## src/rtl/bird_pkg.sv

```systemverilog
// rtl/bird_pkg.sv - shared types and default constants for the bird motion datapath
package bird_pkg;

    typedef enum logic [1:0] {
        HOLD   = 2'd0,
        RISE   = 2'd1,
        FALL   = 2'd2,
        LANDED = 2'd3
    } motion_state_t;

    localparam int BIRD_TICK_DIV  = 833333;  // 50 MHz / 60 Hz
    localparam int BIRD_UP_TICKS  = 12;
    localparam int BIRD_Y_W       = 10;
    localparam int BIRD_Y_TOP     = 0;
    localparam int BIRD_Y_GROUND  = 460;
    localparam int BIRD_Y_START   = 240;
    localparam int BIRD_RISE_STEP = 4;
    localparam int BIRD_VMAX      = 6;

endpackage

```

## src/rtl/tick_gen.sv

```systemverilog
// rtl/tick_gen.sv - frame tick prescaler; BIRD_FAST_SIM_EN makes every cycle a tick
module tick_gen
    import bird_pkg::*;
#(
    parameter int TICK_DIV = BIRD_TICK_DIV
) (
    input  logic clk,
    input  logic rst,
    output logic tick
);

    localparam int CW = (TICK_DIV > 1) ? $clog2(TICK_DIV) : 1;

    logic [CW-1:0] cnt;
    logic          wrap;

    assign wrap = (cnt == CW'(TICK_DIV - 1));

    // The prescaler keeps running through freeze so tick phase is never disturbed.
    always_ff @(posedge clk or negedge rst) begin
        if (!rst) begin
            cnt  <= '0;
            tick <= 1'b0;
        end else begin
            cnt <= wrap ? '0 : cnt + CW'(1);
`ifdef BIRD_FAST_SIM_EN
            tick <= 1'b1;
`else
            tick <= wrap;
`endif
        end
    end

endmodule

```

## src/rtl/bird_motion_timer.sv

```systemverilog
// rtl/bird_motion_timer.sv - flap timer and vertical motion FSM (BIRD_FAST_SIM_EN: tick every clk)
module bird_motion_timer
    import bird_pkg::*;
#(
    parameter int TICK_DIV  = BIRD_TICK_DIV,
    parameter int UP_TICKS  = BIRD_UP_TICKS,
    parameter int Y_W       = BIRD_Y_W,
    parameter int Y_TOP     = BIRD_Y_TOP,
    parameter int Y_GROUND  = BIRD_Y_GROUND,
    parameter int Y_START   = BIRD_Y_START,
    parameter int RISE_STEP = BIRD_RISE_STEP,
    parameter int VMAX      = BIRD_VMAX
) (
    input  logic           clk,
    input  logic           rst,
    input  logic           en_counter,
    input  logic           en_subiendo,
    input  logic           freeze,
    output logic           frame_tick,
    output logic           time_out,
    output logic [Y_W-1:0] bird_y,
    output logic           hit_top,
    output logic           hit_ground
);

    localparam int CNT_W = (UP_TICKS > 1) ? $clog2(UP_TICKS) : 1;
    localparam int V_W   = $clog2(VMAX + 1);

    localparam logic [Y_W-1:0] TOP_V    = Y_W'(Y_TOP);
    localparam logic [Y_W-1:0] GROUND_V = Y_W'(Y_GROUND);
    localparam logic [Y_W-1:0] START_V  = Y_W'(Y_START);
    localparam logic [Y_W-1:0] STEP_V   = Y_W'(RISE_STEP);
    localparam logic [Y_W:0]   RISE_LIM = (Y_W+1)'(Y_TOP + RISE_STEP);
    localparam logic [Y_W:0]   GROUND_W = (Y_W+1)'(Y_GROUND);
    localparam logic [V_W-1:0] VMAX_V   = V_W'(VMAX);

    motion_state_t  state, state_nxt;
    logic [CNT_W-1:0] flap_cnt;
    logic [V_W-1:0] v, v_nxt;
    logic [Y_W-1:0] y_nxt;
    logic [Y_W:0]   sum;
    logic           land_nxt;
    logic           tick;

    tick_gen #(.TICK_DIV(TICK_DIV)) u_tick_gen (
        .clk  (clk),
        .rst  (rst),
        .tick (frame_tick)
    );

    assign tick = frame_tick & ~freeze;
    assign sum  = {1'b0, bird_y} + (Y_W+1)'(v);

    always_ff @(posedge clk or negedge rst) begin
        if (!rst) begin
            flap_cnt <= '0;
            time_out <= 1'b0;
        end else begin
            time_out <= 1'b0;
            if (!en_counter) begin
                flap_cnt <= '0;
            end else if (tick) begin
                if (flap_cnt == CNT_W'(UP_TICKS - 1)) begin
                    flap_cnt <= '0;
                    time_out <= 1'b1;
                end else begin
                    flap_cnt <= flap_cnt + CNT_W'(1);
                end
            end
        end
    end

    // Direction changes take the tick by themselves; the bird moves on the next tick.
    always_comb begin
        state_nxt = state;
        y_nxt     = bird_y;
        v_nxt     = v;
        land_nxt  = hit_ground;
        if (tick) begin
            case (state)
                HOLD: if (en_subiendo) state_nxt = RISE;
                RISE: begin
                    v_nxt = '0;
                    if (!en_subiendo)
                        state_nxt = FALL;
                    else if ({1'b0, bird_y} < RISE_LIM)
                        y_nxt = TOP_V;
                    else
                        y_nxt = bird_y - STEP_V;
                end
                FALL: begin
                    if (en_subiendo) begin
                        state_nxt = RISE;
                    end else if (sum >= GROUND_W) begin
                        y_nxt     = GROUND_V;
                        land_nxt  = 1'b1;
                        state_nxt = LANDED;
                    end else begin
                        y_nxt = sum[Y_W-1:0];
                        v_nxt = (v == VMAX_V) ? v : v + V_W'(1);
                    end
                end
                default: ;
            endcase
        end
    end

    always_ff @(posedge clk or negedge rst) begin
        if (!rst) begin
            state      <= HOLD;
            bird_y     <= START_V;
            v          <= '0;
            hit_top    <= 1'b0;
            hit_ground <= 1'b0;
        end else begin
            state      <= state_nxt;
            bird_y     <= y_nxt;
            v          <= v_nxt;
            hit_top    <= (y_nxt == TOP_V);
            hit_ground <= land_nxt;
        end
    end

endmodule

```

## config.mk

```make
export PLATFORM = sky130hd
export DESIGN_NAME = bird_motion_timer
export DESIGN_NICKNAME = d
export VERILOG_FILES = /design/src/rtl/bird_pkg.sv /design/src/rtl/tick_gen.sv /design/src/rtl/bird_motion_timer.sv
export SDC_FILE = /design/constraint.sdc
export NUM_CORES = 1
export LEC_CHECK = 0
export BUFFER_PORTS_ARGS = -buffer_cell sky130_fd_sc_hd__clkbuf_2
export CAP_MARGIN = 20
export CORE_ASPECT_RATIO = 0.5
export CORE_MARGIN = 5
export CORE_UTILIZATION = 40
export CTS_CLUSTER_DIAMETER = 200
export DETAILED_ROUTE_END_ITERATION = 7
export GPL_TIMING_DRIVEN = 0
export PLACE_DENSITY_LB_ADDON = 0.05
export SLEW_MARGIN = 20
export SYNTH_ARGS = -nofsm -noshare
export SYNTH_HDL_FRONTEND = slang
export SYNTH_SLANG_ARGS = --single-unit
```

## constraint.sdc

```tcl
create_clock -name clk -period 3.2 [get_ports clk]
set_input_delay 0.64 -clock clk [delete_from_list [all_inputs] [get_ports clk]]
set_output_delay 0.64 -clock clk [all_outputs]
set_load 0.01 [all_outputs]
```

**Yosys cells after proc, flatten, opt, wreduce, memory -nomap -nowiden**

Cells that the tools add are included.

- Register bits after elaboration: 43
- Bits of input ports: 5

- Add/sub/neg operators: 5
- $lt $le $gt $ge: 2
- Equal/unequal tests: 12
- Mux-type cells: 22
- Bitwise logic cells: 3
- Reductions and logical operators: 7

Operators with widths:

| cell | count |
|---|---|
| two-way mux 10 bit | 5 |
| adder 20 x 1 -> 20 bit, second input constant | 1 |
| == test 20 bit, second input constant | 1 |
| two-way mux 20 bit | 1 |
| one-hot mux 10 bit (2 select lines) | 1 |
| two-way mux 4 bit | 3 |
| adder 10 x 3 -> 11 bit | 1 |
| greater-or-equal comparator 11 x 9 -> 1 bit, second input constant | 1 |
| logical NOT 10 bit | 1 |
| < comparator 10 x 3 -> 1 bit, second input constant | 1 |
| inequality test 2 bit, second input constant | 5 |
| AND reduction 5 bit | 2 |
| subtractor 10 x 3 -> 10 bit, second input constant | 1 |
| two-way mux 3 bit | 3 |
| two-way mux 2 bit | 4 |
| one-hot mux 2 bit (3 select lines) | 1 |
| one-hot mux 3 bit (2 select lines) | 1 |
| adder 4 x 1 -> 4 bit, second input constant | 1 |
| == test 4 bit, second input constant | 1 |
| AND reduction 4 bit | 1 |
| adder 3 x 1 -> 3 bit, second input constant | 1 |
| == test 3 bit, second input constant | 1 |
| two-way mux 1 bit | 3 |
| inequality test 3 bit, second input constant | 1 |
| other kinds (8) | 9 |

**Logic depth before layout (Yosys ltp)**

- Word-level depth: 7
- Mapped depth: 10

**Cells and area by module**

A second synthesis with hierarchy kept.

- Cell total of the unflattened synthesis: 323
- Area total of the unflattened synthesis: 2,930.3 µm²

By module, submodules not included:

| module | instances | cells each | area each (µm²) |
|---|---|---|---|
| bird_motion_timer | 1 | 224 | 1,878.1 |
| tick_gen | 1 | 99 | 1,052.3 |

**Least setup slack after synthesis**

No wires, ideal clock.

- Path kind: input to register
- Start point: in en_subiendo
- End point: reg hit_top
- Setup time: 0.080 ns
- Arrival: 2.855 ns
- Slack: 0.264 ns
- Cell stages on the path: 8
- Path through: buf_2 or4b_4 or4b_4 a221o_1 a21oi_2 nand3_1 or4_1 nor3_2

- Word-level cells in the longest chain between the ends: 4

Ends and longest elaborated chain:

| element | RTL line | RTL |
|---|---|---|
| start, declared | bird_motion_timer.sv:17 | `input logic en_subiendo,` |
| two-way mux 10 bit, on equally long branches | bird_motion_timer.sv:92, bird_motion_timer.sv:84 |  |
| one-hot mux 10 bit (2 select lines) (*) | bird_motion_timer.sv:80 | `case (state)` |
| two-way mux 10 bit (*) | bird_motion_timer.sv:79 | `if (tick) begin` |
| logical NOT 10 bit (*) | bird_motion_timer.sv:119 | `hit_top <= (y_nxt == TOP_V);` |
| end signal, assigned | bird_motion_timer.sv:119 |  |
| end, declared | bird_motion_timer.sv:22 | `output logic hit_top,` |

Every way passes the cells marked *; elsewhere a longest branch is shown, timed or not.
A chain may end at the register's enable or synchronous reset.

**Worst setup path after layout**

- Start point: reg bird_y[6]
- End point: reg hit_top

- Word-level cells in the longest chain between the ends: 7

Ends and longest elaborated chain:

| element | RTL line | RTL |
|---|---|---|
| start, declared | bird_motion_timer.sv:21 | `output logic [Y_W-1:0] bird_y,` |
| start signal, assigned | bird_motion_timer.sv:117 | `bird_y <= y_nxt;` |
| adder 10 x 3 -> 11 bit | bird_motion_timer.sv:52 | `assign sum = {1'b0, bird_y} + (Y_W+1)'(v);` |
| greater-or-equal comparator 11 x 9 -> 1 bit | bird_motion_timer.sv:94 | `end else if (sum >= GROUND_W) begin` |
| two-way mux 10 bit | bird_motion_timer.sv:94 |  |
| two-way mux 10 bit | bird_motion_timer.sv:92 | `if (en_subiendo) begin` |
| one-hot mux 10 bit (2 select lines) | bird_motion_timer.sv:80 |  |
| two-way mux 10 bit (*) | bird_motion_timer.sv:79 |  |
| logical NOT 10 bit (*) | bird_motion_timer.sv:119 |  |

Marked as above.

==> flow_summary.json <==
{
  "status": "completed",
  "grt-ovfl-total": 0,
  "antenna_found_initial": 0,
  "crit_path_end_kind": "register",
  "via_per_inst": 5.72,
  "grt_usage_pct": 16.7,
  "die-area_um2": 9120,
  "die_w_um": 130,
  "p_sw_uw": 248,
  "setup_viol": 0,
  "synth_cells": 330,
  "drv_cap": 0,
  "critPathRequiredTime_ps": 3400,
  "rsz0062_at_grt": "false",
  "wire_per_inst_um": 16.7,
  "drtIter0Drc": 243,
  "core_area_um2": 6860,
  "cts-buffers-inserted": 5,
  "irDropWorstVdd_mv": 0.213,
  "relSlewSlack_pct": 40.3,
  "critPathKind": "register to register",
  "p_per_area_nw_per_um2": 369,
  "cts.root.buffer_cell": "clkbuf_16",
  "synth_compound_area_share_pct": 16.9,
  "clock_sinks": 43,
  "reg2reg_depth": 8,
  "routed_wl_mm": 7.55,
  "grt_max_degree": 44,
  "io_buffers": 17,
  "gp_congestion": 0.888,
  "grt_pass1_wl_mm": 12.4,
  "synth_top_family_by_area": "simple AND/OR/NAND/NOR gates",
  "drive_gt1_share_pct": 15.8,
  "cts_buffer_depth": 2,
  "synthTopCellsByCount": "dfrtp_1 (39), nor2_1 (35), nand2_1 (31)",
  "vias": 2587,
  "yosys.area_share.simple_pct": 26.0,
  "start_kind": "register",
  "synth-edff-count": 0,
  "hold_viol_final": 0,
  "worst_slew_pin_slew_ps": 887,
  "layout_min_cycle_time_ps": 3060,
  "ys_ff_latch": 43,
  "die_h_um": 70.1,
  "cts_tree": "done",
  "synth_seq_area_share_pct": 37.4,
  "grt_util_met3_pct": 3.66,
  "max_freq_mhz": 327,
  "grt_pass1_vias": 2490,
  "combPwrFrac_pct": 3.6,
  "clock_latency_ps": 280,
  "syn_nets": 350,
  "fin_tns_setup_ps": 0,
  "hold_path_class": "primary input to async pin",
  "drtAntennaViolNets": 0,
  "netSwitchingFraction_pct": 19.8,
  "timing.reg2reg.setup_slack_ps": 140,
  "top_usage_layer": "met2",
  "postPlaceCellArea_um2": 3090,
  "area_growth_pct": 17.7,
  "synth_area_um2": 2890,
  "dp_hpwl_mm": 5.40,
  "yosys_warnings": 0,
  "synth_top_cell_by_area": "dfrtp_1",
  "internal_power_mw": 1.01,
  "synth_xor_area_share_pct": 6.07,
  "r2r-end": "hit_top",
  "yosysMostFrequentCell": "dfrtp_1",
  "synth_ff_type": "dfrtp_1",
  "clk_pin_slew_worst_paths_ps": 60,
  "finalClockSkew_ps": 3.61,
  "ioPinCount": 19,
  "fin_crit_sh_pct": 95.5,
  "cts_max_level": 2,
  "dp.cells": 439,
  "use_met1_pct": 23.6,
  "fin_nets": 379,
  "remaining_drc_errors": 0,
  "synth_top_area_share_pct": 33.8,
  "diodes": 0,
  "synth_cell_type_count": 59,
  "clkPwrFrac_pct": 52.9,
  "crit_fanout": 10,
  "critPathArrivalTime_ps": 3260,
  "synthAdderAreaFrac_pct": 6.76,
  "finalPower_mw": 1.25,
  "synthArstFlopShare_pct": 100,
  "drt_pass1_iterations": 5,
  "fin_area_um2": 3400,
  "r2r_start": "bird_y[6]",
  "seqPwrFrac_pct": 43.5,
  "rows": 21,
  "initial_core_util_pct": 42.1,
  "utilization_pct": 49.6,
  "synth_area_leaders": "dfrtp_1 (34%), ha_1 (6.1%), nor2_1 (4.5%)",
  "final_cells": 452,
  "synth.area.mux_share_pct": 2.47,
  "p_leak_nw": 1.49,
  "use_met2_pct": 26.2,
  "finalMaxSlewViolations": 0,
  "syn_avg_cell_area_um2": 8.75
}
how the worst max path moves through the flow:
stage / slack (ps) / endpoint / start / cells after the start
finish: 140 / hit_top / bird_y[6] / 8
global route: 20 / hit_top / bird_y[6] / 8
CTS: 30 / state[1] / v[2] / 10
detailed placement: -200 / state[0] / v[0] / 10
global placement: -290 / state[1] / v[0] / 10
floorplan: 260 / hit_top / en_subiendo / 8
critical path, stage by stage, from the launching register on:
cell and delay, ps:
dfstp_2 580, buf_1 370, inv_1 200, nor4_1 340, mux2_2 380, a211oi_1 360, nand3_1 120, or4_1 490
nor3_2 140
layer usage:
metal	wire (um)	vias up
met2	3390	81
li1	-	1247
met1	3680	1249
met4	61	0
met5	0	-
met3	421	10
cells by family after synthesis:
| kind of cell | count (synthesis) |
|---|---|
| adders and majority gates | 15 |
| muxes | 7 |
| and+or+nand+nor | 142 |
| buffers and inverters | 31 |
| DFF | 43 |
| xor gates and xnor gates | 20 |
| AOI/OAI and AO/OA | 72 |
flip-flops by register name, indices dropped and copies added (netlist names):
name             cells
flap_cnt             4
hit_top              1
v                    3
state                2
u_tick_gen.tick      1
u_tick_gen.cnt      20
time_out             1
hit_ground           1
bird_y              10
cells in the final DEF (no fill, tap or decap), types with 7 or more instances in the layout:
cell type / instances
a21oi_1: 12
and3_1: 10
buf_4: 7
clkbuf_1: 12
clkbuf_2: 16
dfrtp_1: 37
ha_1: 13
inv_1: 13
nand2_1: 31
nand3_1: 16
nor2_1: 35
nor3_1: 9
nor4_1: 8
o21ai_0: 16
xnor2_1: 9
xor2_1: 11
timing repair:
action | CTS | global route
pin swaps | 1 | 4
hold buffers | 0 | 0
setup buffers | 1 | 5
setup endpoints to repair | 5 | 3
resized for setup | 4 | 11
final cells by class:
type	count	area, um^2
tap	92	115
clock inverter	3	67.6
fill	640	3460
timing repair buffer	23	133
sequential	43	1080
buffer	16	72.6
multi-input combinational	256	1750
clock buffer	5	125
inverter	14	52.6
metrics by stage:
stage	hold slack [ps]	setup WS, ps
after floorplan	344	264
after global placement	454	-289
after detailed placement	462	-202
after CTS	477	25.7
after global routing	397	22.8
final	356	143
power groups by stage:
stage	registers (mW)	clock network, mW	logic, mW
after floorplan	0.556	0	0.0227
after global placement	0.556	0	0.0432
after detailed placement	0.556	0	0.0442
after CTS	0.546	0.680	0.0447
after global routing	0.545	0.710	0.0505
final	0.546	0.664	0.0449
Note: power is estimated with default switching activity, not from simulation.
